## src/rtl/dcache_write_buffer_pkg.sv

```systemverilog
// Shared widths, entry flag encodings and drain FSM states for the DCache write buffer.
package dcache_write_buffer_pkg;
  localparam int WB_DEPTH_DEF = 4;
  localparam int ADDR_W       = 32;
  localparam int LINE_W       = 256;
  localparam int OFS_W        = 5;
  localparam int TAG_W        = ADDR_W - OFS_W;

  localparam logic ENTRY_VALID   = 1'b1;
  localparam logic ENTRY_INVALID = 1'b0;

  typedef enum logic {
    DRAIN_IDLE = 1'b0,
    DRAIN_BUSY = 1'b1
  } drain_state_t;

  function automatic logic [TAG_W-1:0] line_tag(input logic [ADDR_W-1:0] addr);
    return addr[ADDR_W-1:OFS_W];
  endfunction
endpackage

```

## src/rtl/dcache_write_buffer_wb_lookup.sv

```systemverilog
// Parallel tag compare over all entries; among several matches the youngest (furthest from head) wins.
module wb_lookup
  import dcache_write_buffer_pkg::*;
#(
  parameter int DEPTH = WB_DEPTH_DEF,
  parameter int PTR_W = $clog2(DEPTH)
) (
  input  logic [DEPTH-1:0] valid,
  input  logic [TAG_W-1:0] tags [DEPTH],
  input  logic [PTR_W-1:0] head,
  input  logic [DEPTH-1:0] excl,
  input  logic [TAG_W-1:0] key,
  output logic             hit,
  output logic [PTR_W-1:0] idx
);
  logic [PTR_W-1:0] age;
  logic [PTR_W-1:0] best_age;

  always_comb begin
    hit      = 1'b0;
    idx      = '0;
    age      = '0;
    best_age = '0;
    for (int i = 0; i < DEPTH; i++) begin
      age = PTR_W'(i) - head;
      if (valid[i] && !excl[i] && (tags[i] == key) && (!hit || (age >= best_age))) begin
        hit      = 1'b1;
        idx      = PTR_W'(i);
        best_age = age;
      end
    end
  end
endmodule

```

## src/rtl/dcache_write_buffer.sv

```systemverilog
// Coalescing circular write buffer between DCache and the downstream write port.
// Lines drain from the head one at a time; queued lines are visible to miss lookups.
module dcache_write_buffer
  import dcache_write_buffer_pkg::*;
#(
  parameter int WB_DEPTH = WB_DEPTH_DEF
) (
  input  logic                         clk,
  input  logic                         rst,
  input  logic                         wb_wen_i,
  input  logic [ADDR_W-1:0]            wb_waddr_i,
  input  logic [LINE_W-1:0]            wb_wdata_i,
  output logic                         wb_full_o,
  output logic                         wb_empty_o,
  input  logic [ADDR_W-1:0]            lk_addr_i,
  output logic                         lk_hit_o,
  output logic [LINE_W-1:0]            lk_data_o,
  output logic                         mem_wen_o,
  output logic [ADDR_W-1:0]            mem_waddr_o,
  output logic [LINE_W-1:0]            mem_wdata_o,
  input  logic                         mem_bvalid_i,
  output drain_state_t                 dbg_state,
  output logic [$clog2(WB_DEPTH):0]    dbg_count
);
  localparam int PTR_W = $clog2(WB_DEPTH);
  localparam int CNT_W = PTR_W + 1;

  logic [WB_DEPTH-1:0] valid_q;
  logic [TAG_W-1:0]    tag_q  [WB_DEPTH];
  logic [LINE_W-1:0]   data_q [WB_DEPTH];
  logic [PTR_W-1:0]    head_q, tail_q;
  logic [CNT_W-1:0]    count_q;
  drain_state_t        state_q;
  logic                mem_wen_q;

  logic                co_hit, lk_hit;
  logic [PTR_W-1:0]    co_idx, lk_idx;
  logic [WB_DEPTH-1:0] inflight_mask;
  logic                push_ok, do_coal, do_alloc, do_pop;

  // The in-flight head must never be rewritten, so it is hidden from the coalesce search.
  assign inflight_mask = (state_q == DRAIN_BUSY) ? (WB_DEPTH'(1) << head_q) : '0;

  wb_lookup #(.DEPTH(WB_DEPTH), .PTR_W(PTR_W)) u_coalesce (
    .valid (valid_q),
    .tags  (tag_q),
    .head  (head_q),
    .excl  (inflight_mask),
    .key   (line_tag(wb_waddr_i)),
    .hit   (co_hit),
    .idx   (co_idx)
  );

  wb_lookup #(.DEPTH(WB_DEPTH), .PTR_W(PTR_W)) u_lookup (
    .valid (valid_q),
    .tags  (tag_q),
    .head  (head_q),
    .excl  ('0),
    .key   (line_tag(lk_addr_i)),
    .hit   (lk_hit),
    .idx   (lk_idx)
  );

  // Handshakes: a push is taken when wb_wen_i && !wb_full_o. Downstream, mem_wen_o is held
  // with stable address/data until a one-cycle mem_bvalid_i retires the head entry.
  assign wb_full_o = (count_q == CNT_W'(WB_DEPTH));
  assign push_ok   = wb_wen_i && !wb_full_o;
  assign do_coal   = push_ok && co_hit;
  assign do_alloc  = push_ok && !co_hit;
  assign do_pop    = (state_q == DRAIN_BUSY) && mem_bvalid_i;

  always_ff @(posedge clk) begin
    if (rst) begin
      valid_q   <= '0;
      head_q    <= '0;
      tail_q    <= '0;
      count_q   <= '0;
      state_q   <= DRAIN_IDLE;
      mem_wen_q <= 1'b0;
    end else begin
      if (do_pop) begin
        valid_q[head_q] <= ENTRY_INVALID;
        head_q          <= head_q + PTR_W'(1);
      end
      if (do_alloc) begin
        valid_q[tail_q] <= ENTRY_VALID;
        tail_q          <= tail_q + PTR_W'(1);
      end
      count_q <= count_q + CNT_W'(do_alloc) - CNT_W'(do_pop);
      unique case (state_q)
        DRAIN_IDLE: if (count_q != '0) begin
          state_q   <= DRAIN_BUSY;
          mem_wen_q <= 1'b1;
        end
        DRAIN_BUSY: if (mem_bvalid_i) begin
          state_q   <= DRAIN_IDLE;
          mem_wen_q <= 1'b0;
        end
        default: begin
          state_q   <= DRAIN_IDLE;
          mem_wen_q <= 1'b0;
        end
      endcase
    end
  end

  // Payload storage carries no reset; valid_q qualifies every read.
  always_ff @(posedge clk) begin
    if (do_alloc) begin
      tag_q[tail_q]  <= line_tag(wb_waddr_i);
      data_q[tail_q] <= wb_wdata_i;
    end else if (do_coal) begin
      data_q[co_idx] <= wb_wdata_i;
    end
  end

  assign wb_empty_o  = (count_q == '0) && (state_q == DRAIN_IDLE);
  assign mem_wen_o   = mem_wen_q;
  assign mem_waddr_o = {tag_q[head_q], {OFS_W{1'b0}}};
  assign mem_wdata_o = data_q[head_q];
  assign lk_hit_o    = lk_hit;
  assign lk_data_o   = lk_hit ? data_q[lk_idx] : '0;
  assign dbg_state   = state_q;
  assign dbg_count   = count_q;
endmodule

```

## config.mk

```make
export PLATFORM = sky130hd
export DESIGN_NAME = dcache_write_buffer
export DESIGN_NICKNAME = d
export VERILOG_FILES = /design/src/rtl/dcache_write_buffer_pkg.sv /design/src/rtl/dcache_write_buffer_wb_lookup.sv /design/src/rtl/dcache_write_buffer.sv
export SDC_FILE = /design/constraint.sdc
export NUM_CORES = 2
export LEC_CHECK = 0
export ABC_CLOCK_PERIOD_IN_PS = 19300
export CAP_MARGIN = 20
export CORE_UTILIZATION = 31
export CTS_BUF_LIST = sky130_fd_sc_hd__clkbuf_4
export DETAILED_ROUTE_END_ITERATION = 10
export PLACE_DENSITY_LB_ADDON = 0.3
export SETUP_SLACK_MARGIN = 0.05
export SLEW_MARGIN = 20
export SYNTH_ARGS = -nofsm -noshare
export SYNTH_HDL_FRONTEND = slang
export SYNTH_SLANG_ARGS = --single-unit
export TNS_END_PERCENT = 1
```

## constraint.sdc

```tcl
create_clock -name clk -period 19.3 [get_ports clk]
set_input_delay 2.895 -clock clk [delete_from_list [all_inputs] [get_ports clk]]
set_output_delay 2.895 -clock clk [all_outputs]
set_load 0.02 [all_outputs]
```

* Word-level counts from Yosys, hierarchy flattened
Memory sizes are Yosys's and may differ from the RTL's. A register that Yosys moved wholly into a read port is not among the register bits.
Index checks and enable logic that the tools add are counted.
** Storage, ports and cells
- Input port bits :: 324
- Logic and storage cells :: 149
- Memories :: 1
- Memory bits (writable) :: 1024
- Register bits after elaboration :: 121
- Output and inout bits :: 552
** Memory list
- data_q :: depth 4, bits a word 256, read ports 2, clocked after memory_dff 1, write ports 1, line dcache_write_buffer.sv:30 : logic [LINE_W-1:0] data_q [WB_DEPTH];
** Cells by class
- Add/subtract/negate cells :: 8
- Bitwise operators :: 6
- Shift operators :: 1
- Multiplexer cells :: 51
- Order comparisons :: 13
- Reduce and logical (&&, ||, !) cells :: 48
- Eq/ne operators :: 11
** Operators with widths (count)
- 256-bit two-way mux :: 2
- 256-bit OR reduction :: 1
- 27-bit == test :: 8
- 108-bit bitwise mux :: 1
- 27-bit two-way mux :: 3
- 27-bit binary-select mux with 2-bit select :: 1
- 27-bit demux with 2-bit select :: 1
- 1-bit logical AND :: 26
- 2-bit two-way mux :: 13
- 1-bit two-way mux :: 22
- 4-bit two-way mux :: 4
- 2-bit >= comparator :: 6
- 1-bit logical NOT :: 12
- 3-bit >= comparator, second input constant :: 2
- 1-bit logical OR :: 6
- 2-bit by 3-bit < comparator with 1-bit output, second input constant :: 2
- 2-bit inverter with 3-bit output :: 2
- 2-bit by 1-bit adder with 2-bit output, second input constant :: 2
- 4-bit AND :: 1
- 1-bit demux with 2-bit select :: 2
- 2-bit by 1-bit >= comparator with 1-bit output, second input constant :: 2
- 2-bit inequality test, second input constant :: 2
- 4-bit inverter :: 1
- 4-bit bitwise OR :: 1
- 12 further kinds :: 15

* Longest topological paths before layout
- Depth in word-level cells :: 24
- Gate-level depth with buffers :: 21
- Depth with buffers taken out :: 20

* Cells and area by module
Synthesis repeated with hierarchy kept, for this count alone.
** Second synthesis, totals
- Cells, all modules :: 2532
- Area total of the unflattened synthesis :: 52630.5 µm²
** Modules (own cells, without submodules)
- dcache_write_buffer :: cells each 2182, area each 49725.2 µm², times used 1, sequential area each 34292.9 µm²
- wb_lookup :: cells each 175, area each 1452.6 µm², times used 2, sequential area each 0.0 µm²

* Worst setup path after synthesis
Ideal clock, no wire load.
- Kind :: input to register
- From :: input port wb_waddr_i[17]
- To :: memory data_q[2][0], enable pin
- Slack :: -0.361 ns
- Buffers on the path :: 0
- Arrival time :: 18.701 ns
- Cell stages on the path :: 18
- Setup time :: 0.960 ns
- Required time :: 18.340 ns
- Cells stage by stage :: xnor2_1 nand4_1 or4_1 nor4_2 a21oi_1 mux2_2 ha_1 nand2b_1 a21o_1 o21bai_1 mux2_2 ha_1 nand2b_1 a21oi_1 nor3_1 nor2_1 a32o_1 a21oi_1
** On the way
- Word-level cells in the longest chain between the ends :: 21
- Elaborated cells on any way between the ends :: 41
- Classes of those cells :: order compare (3); eq/ne (4); mux (17); reduce/logical (17)
** RTL lines
- start, declared :: line dcache_write_buffer.sv:11 : input logic [ADDR_W-1:0] wb_waddr_i,
- 27-bit == test :: line dcache_write_buffer_wb_lookup.sv:26 : if (valid[i] && !excl[i] && (tags[i] == key) && (!hit || (age >= best_age))) begin
- 1-bit logical AND :: line dcache_write_buffer_wb_lookup.sv:26
- 2-bit two-way mux or 1-bit two-way mux (tied branches) :: line dcache_write_buffer_wb_lookup.sv:26
- 2-bit >= comparator or 1-bit logical NOT (tied branches) :: line dcache_write_buffer_wb_lookup.sv:26
- 1-bit logical OR :: line dcache_write_buffer_wb_lookup.sv:26
- 1-bit logical AND :: line dcache_write_buffer_wb_lookup.sv:26
- 2-bit two-way mux or 1-bit two-way mux (tied branches) :: line dcache_write_buffer_wb_lookup.sv:26
- 2-bit >= comparator or 1-bit logical NOT (tied branches) :: line dcache_write_buffer_wb_lookup.sv:26
- [5 not listed]
- 1-bit logical AND :: line dcache_write_buffer_wb_lookup.sv:26
- 1-bit two-way mux :: line dcache_write_buffer_wb_lookup.sv:26
- 1-bit logical AND or 1-bit logical NOT (tied branches) :: line dcache_write_buffer.sv:68, dcache_write_buffer.sv:69
- 1-bit two-way mux or 1-bit logical AND (tied branches) :: line dcache_write_buffer.sv:112, dcache_write_buffer.sv:69
- 1-bit two-way mux :: line dcache_write_buffer.sv:109 : if (do_alloc) begin
- 1-bit two-way mux (implied by the code) :: line dcache_write_buffer.sv:113 : data_q[co_idx] <= wb_wdata_i;
- 256-bit OR reduction (no source line)
- 2-bit two-way mux (no source line) or 1-bit two-way mux (tied branches)
- end, declared :: line dcache_write_buffer.sv:30
Parallel ways exist; a longest one is shown, timed or not.

* Worst setup path in the final report
- From :: input port lk_addr_i[27]
- To :: output port lk_data_o[198]
** On the way
- Word-level cells in the longest chain between the ends :: 17
- Elaborated cells on any way between the ends :: 32
- Classes of those cells :: order compare (3); eq/ne (4); mux (11); reduce/logical (13); memory (1)
** RTL lines
- start, declared :: line dcache_write_buffer.sv:15 : input logic [ADDR_W-1:0] lk_addr_i,
- 27-bit == test :: line dcache_write_buffer_wb_lookup.sv:26
- 1-bit logical AND :: line dcache_write_buffer_wb_lookup.sv:26
- 2-bit two-way mux or 1-bit two-way mux (tied branches) :: line dcache_write_buffer_wb_lookup.sv:26
- 2-bit >= comparator or 1-bit logical NOT (tied branches) :: line dcache_write_buffer_wb_lookup.sv:26
- 1-bit logical OR :: line dcache_write_buffer_wb_lookup.sv:26
- 1-bit logical AND :: line dcache_write_buffer_wb_lookup.sv:26
- 2-bit two-way mux or 1-bit two-way mux (tied branches) :: line dcache_write_buffer_wb_lookup.sv:26
- 2-bit >= comparator or 1-bit logical NOT (tied branches) :: line dcache_write_buffer_wb_lookup.sv:26
- 1-bit logical OR :: line dcache_write_buffer_wb_lookup.sv:26
- 1-bit logical AND :: line dcache_write_buffer_wb_lookup.sv:26
- 2-bit two-way mux or 1-bit two-way mux (tied branches) :: line dcache_write_buffer_wb_lookup.sv:26
- 2-bit >= comparator or 1-bit logical NOT (tied branches) :: line dcache_write_buffer_wb_lookup.sv:26
- 1-bit logical OR :: line dcache_write_buffer_wb_lookup.sv:26
- 1-bit logical AND :: line dcache_write_buffer_wb_lookup.sv:26
- 2-bit two-way mux :: line dcache_write_buffer_wb_lookup.sv:26
- memory read 4 x 256 bit
- 256-bit two-way mux * :: line dcache_write_buffer.sv:122 : assign lk_data_o = lk_hit ? data_q[lk_idx] : '0;
- end, declared :: line dcache_write_buffer.sv:17 : output logic [LINE_W-1:0] lk_data_o,
Every way passes the cells marked *; elsewhere a longest branch is shown, timed or not.

==> impl_metrics.csv <==
group,metric,value,unit
routing,drc,0,
yosys,syn_area,0.0511,sq mm
sta,fmax,74.6,MHz
global_route,grt_pass1_vias,34737,
critical_path,worst-path-buf-inv,5,
pwr,clock_power_share,30.1,%
clocking,htree_levels,5,
clocking,cts_root_buffer,"clkbuf_4",
global_route,grt_max_degree,123,
clocking,holdBufCountCts,0,
cells_and_area,drive_gt1_share,19.3,%
sta,setup_viol,0,
yosys,ys.flop_type,"edfxtp_1",
floorplan,core,0.163,sq mm
floorplan,die_area,0.166,sq mm
sta,clock_skew,0.109,ns
placed_design,detailedPlace.worstSlack,5.93,ns
critical_path,critPathRequiredTime,16.41,ns
cells_and_area,multi_input_area,0.0156,sq mm
critical_path,max_stage_delay,0.66,ns
placed_design,dp_cells,5972,
floorplan,initial_utilization,31.3,%
sta,final_max_slew_viol_count,0,
routing,wire_per_inst,25.7,um
placed_design,portBuffers,860,
yosys,synth_edf_count,1132,
global_route,antenna_found_initial,29,
yosys,ys_warn_count,0,
clocking,clk_pin_slew_worst_paths,0.06,ns
yosys,ys_seq_area_share,67.2,%
cells_and_area,final_nets,4469,
floorplan,dieWidth,408,um
yosys,ys_seq_elements,1147,
routing,viasPerCell,5.19,
global_route,grt_use_total,19.6,%
routing,wirelength,168000,um
yosys,syn_inst,3105,
clocking,clock-sinks,1147,
cells_and_area,fillers,15083,
outcome,status,"finished clean",
yosys,synth.distinct_cells,57,
pwr,comb_power_share,24.1,%
clocking,post_cts_buffers,0,
yosys,synth_largest_area_cell,"edfxtp_1",
global_route,grt_pass1_wl,240000,um
routing,drtAntennaViolNets,0,
sta,finalWorstSetupSlack,5.89,ns
pwr,power.switching,2.09,mW
clocking,cts_tree,"built",
cells_and_area,finalNonFillerCells,6524,
sta,grt_setup_unrepaired,"no",
pwr,seq_power_share,45.7,%
critical_path,path_cells,"clkdlybuf4s50_1, xor2_1, nor4_1, nand4_1, a211oi_1, mux2i_1, ha_1, nand2b_1, a21oi_1, and2_1, nor2_1, mux2_2, ha_1, nand2b_1, a21oi_1, nor2_1, nor3_4, buf_4, buf_4, buf_4, a221o_1, clkdlybuf4s50_1",
placed_design,dp_hpwl,106000,um
pwr,powerDensity,106,mW/mm^2
floorplan,ios,876,
yosys,yosys-top-cells-area,"edfxtp_1, mux4_2, a221o_1",
sta,finalSetupTns,0,ns
pwr,vdd_drop_max,0.0632,mV
clocking,clkLatencyLatePin,1.36,ns
routing,drt_first_pass_iters,5,
pwr,p_int,4.89,mW
routing,drt-initial-drc-count,2860,
placed_design,globalplace.congestion,0.925,
global_route,grt_overflow,0,
floorplan,row_count,148,
sta,tightest_slew,1.31,ns
sta,finalCritPeriodShare,69.5,%
cells_and_area,seqCellArea,0.0343,sq mm
flow_run,maxCapViolCount,0,
critical_path,end_kind,"output port",
min_path,hp-class,"register to register",
routing,num_vias,33854,
critical_path,critPathMaxFanout,39,
critical_path,crit_type,"input pin to output port",
pwr,swShare,30.0,%
clocking,cts_buffers,326,
sta,slew_headroom,12.4,%
yosys,async_flop_share,0,%
yosys,synth_top_area_share,66.6,%
critical_path,start_kind,"input pin",
critical_path,cpMostUsedCell,"buf_4",
sta,min_period,13.41,ns
clocking,cts_resized,0,
sta,finalHoldViolCount,0,
critical_path,slowest_stage,"clkdlybuf4s50_1",
critical_path,crit_arrival,10.52,ns
critical_path,cpLargestDelayFamily,"buffers and inverters",
clocking,clockBufferDepth,4,
floorplan,fp.dieH,408,um
cells_and_area,area.growth.synth_to_final,28.4,%
yosys,synth.avg_cell_area,16.4,sq um
pwr,leakage,21.4,nW
[Yosys cell counts, types with 32 or more instances]
master and count:
xor2_1 130, xnor2_1 89, nand4_1 32, mux4_2 283, a21oi_1 266, buf_1 43, a221o_1 256, nand2_1 518
clkbuf_1 37, edfxtp_1 1132, nor4_1 37, buf_2 94
[power by group through the flow]
stage               Combinational [mW]  Sequential (mW)  Clock (mW)
finish                            1.68             3.19        2.10
global route                      1.76             3.22        2.30
CTS                               1.70             3.19        2.18
detailed placement                1.69             3.24           0
global placement                  1.70             3.23           0
floorplan                        0.875             3.30           0
[registers in the layout, summed over array words and instances (netlist names), named ones only]
name and count:
data_q 1024, dbg_count 3, dbg_state 1, head_q 2, mem_wen_o 1, tag_q 108, tail_q 2, valid_q 4
[cell families after synthesis]
logic type / share of synthesized area (%)
AND/OR/NAND/NOR: 5.36
multiplexers: 12.6
AO/OA/AOI/OAI: 8.09
adder cells (fa/ha/maj): 0.505
XOR/XNOR: 3.79
other: 0.00734
flip-flops: 67.2
buffers and inverters: 2.46
[worst register-to-register path: stages, from the launching register on]
cell and delay, ns:
dfxtp_2 0.31, buf_4 0.62, inv_1 0.33, ha_1 0.33, a21boi_0 0.20, nand4_1 0.23
nor4_2 0.61, a21oi_1 0.17, mux2_2 0.31, ha_1 0.26, nand2b_1 0.13, a21o_1 0.21
o21bai_1 0.23, mux2_2 0.37, ha_1 0.26, nand2b_1 0.14, a21oi_1 0.20, nor3_1 0.07
nor2_1 0.17, o21ai_0 0.37, a21oi_4 0.84, buf_4 0.71, buf_4 0.80, buf_4 0.69
[routing by layer]
metal | vias to the layer above | GRT usage, % | share of wire (%)
met4 | 16 | 7.47 | 2.8
met5 | - | 0 | 0.062
li1 | 14768 | - | -
met2 | 1573 | 31.9 | 48
met3 | 290 | 6.85 | 9.3
met1 | 17207 | 23.8 | 40
[final cells by class]
cell class / count / area share, %
multi-input combinational: 1732 / 23.8
tap: 2175 / 4.15
inverter: 10 / 0.0572
sequential: 1147 / 52.3
clock inverter: 72 / 0.445
clock buffer: 463 / 5.30
timing repair buffer: 908 / 13.9
antenna: 17 / 0.0649
[path summary, 6_finish.rpt]
path | startpoint | end | slack (ns) | depth (start not counted)
max | lk_addr_i[27] | lk_data_o[198] | 5.89 | 22
min | mem_wen_o | mem_wen_o | 0.51 | 2
max reg2reg | head_q[0] | data_q[0][175] | 10.24 | 23
min reg2reg | mem_wen_o | mem_wen_o | 0.51 | 2
[through the flow]
step	utilization, %	hold slack, ns	cell area [sq um]	power, mW
2_1_floorplan	-	0.478	51100	4.17
3_3_place_gp	37.9	0.482	61800	4.93
3_5_place_dp	37.9	0.494	61800	4.94
4_1_cts	40.2	0.511	65500	7.08
5_1_grt	40.2	0.531	65600	7.28
6_report	40.2	0.511	65600	6.98
[layout by cell type, fill, tap and decap left out, drive strengths merged, types with 18 or more instances in the layout]
cell type / n
ha: 19
nand4: 32
a21oi: 266
nand2: 518
buf: 48
xnor2: 90
a221o: 256
clkdlybuf4s50: 860
edfxtp: 1132
clkinv: 67
xor2: 130
clkbuf: 463
mux4: 283
nor4: 39
nor2: 18
Power figures use the tool's default switching activity.
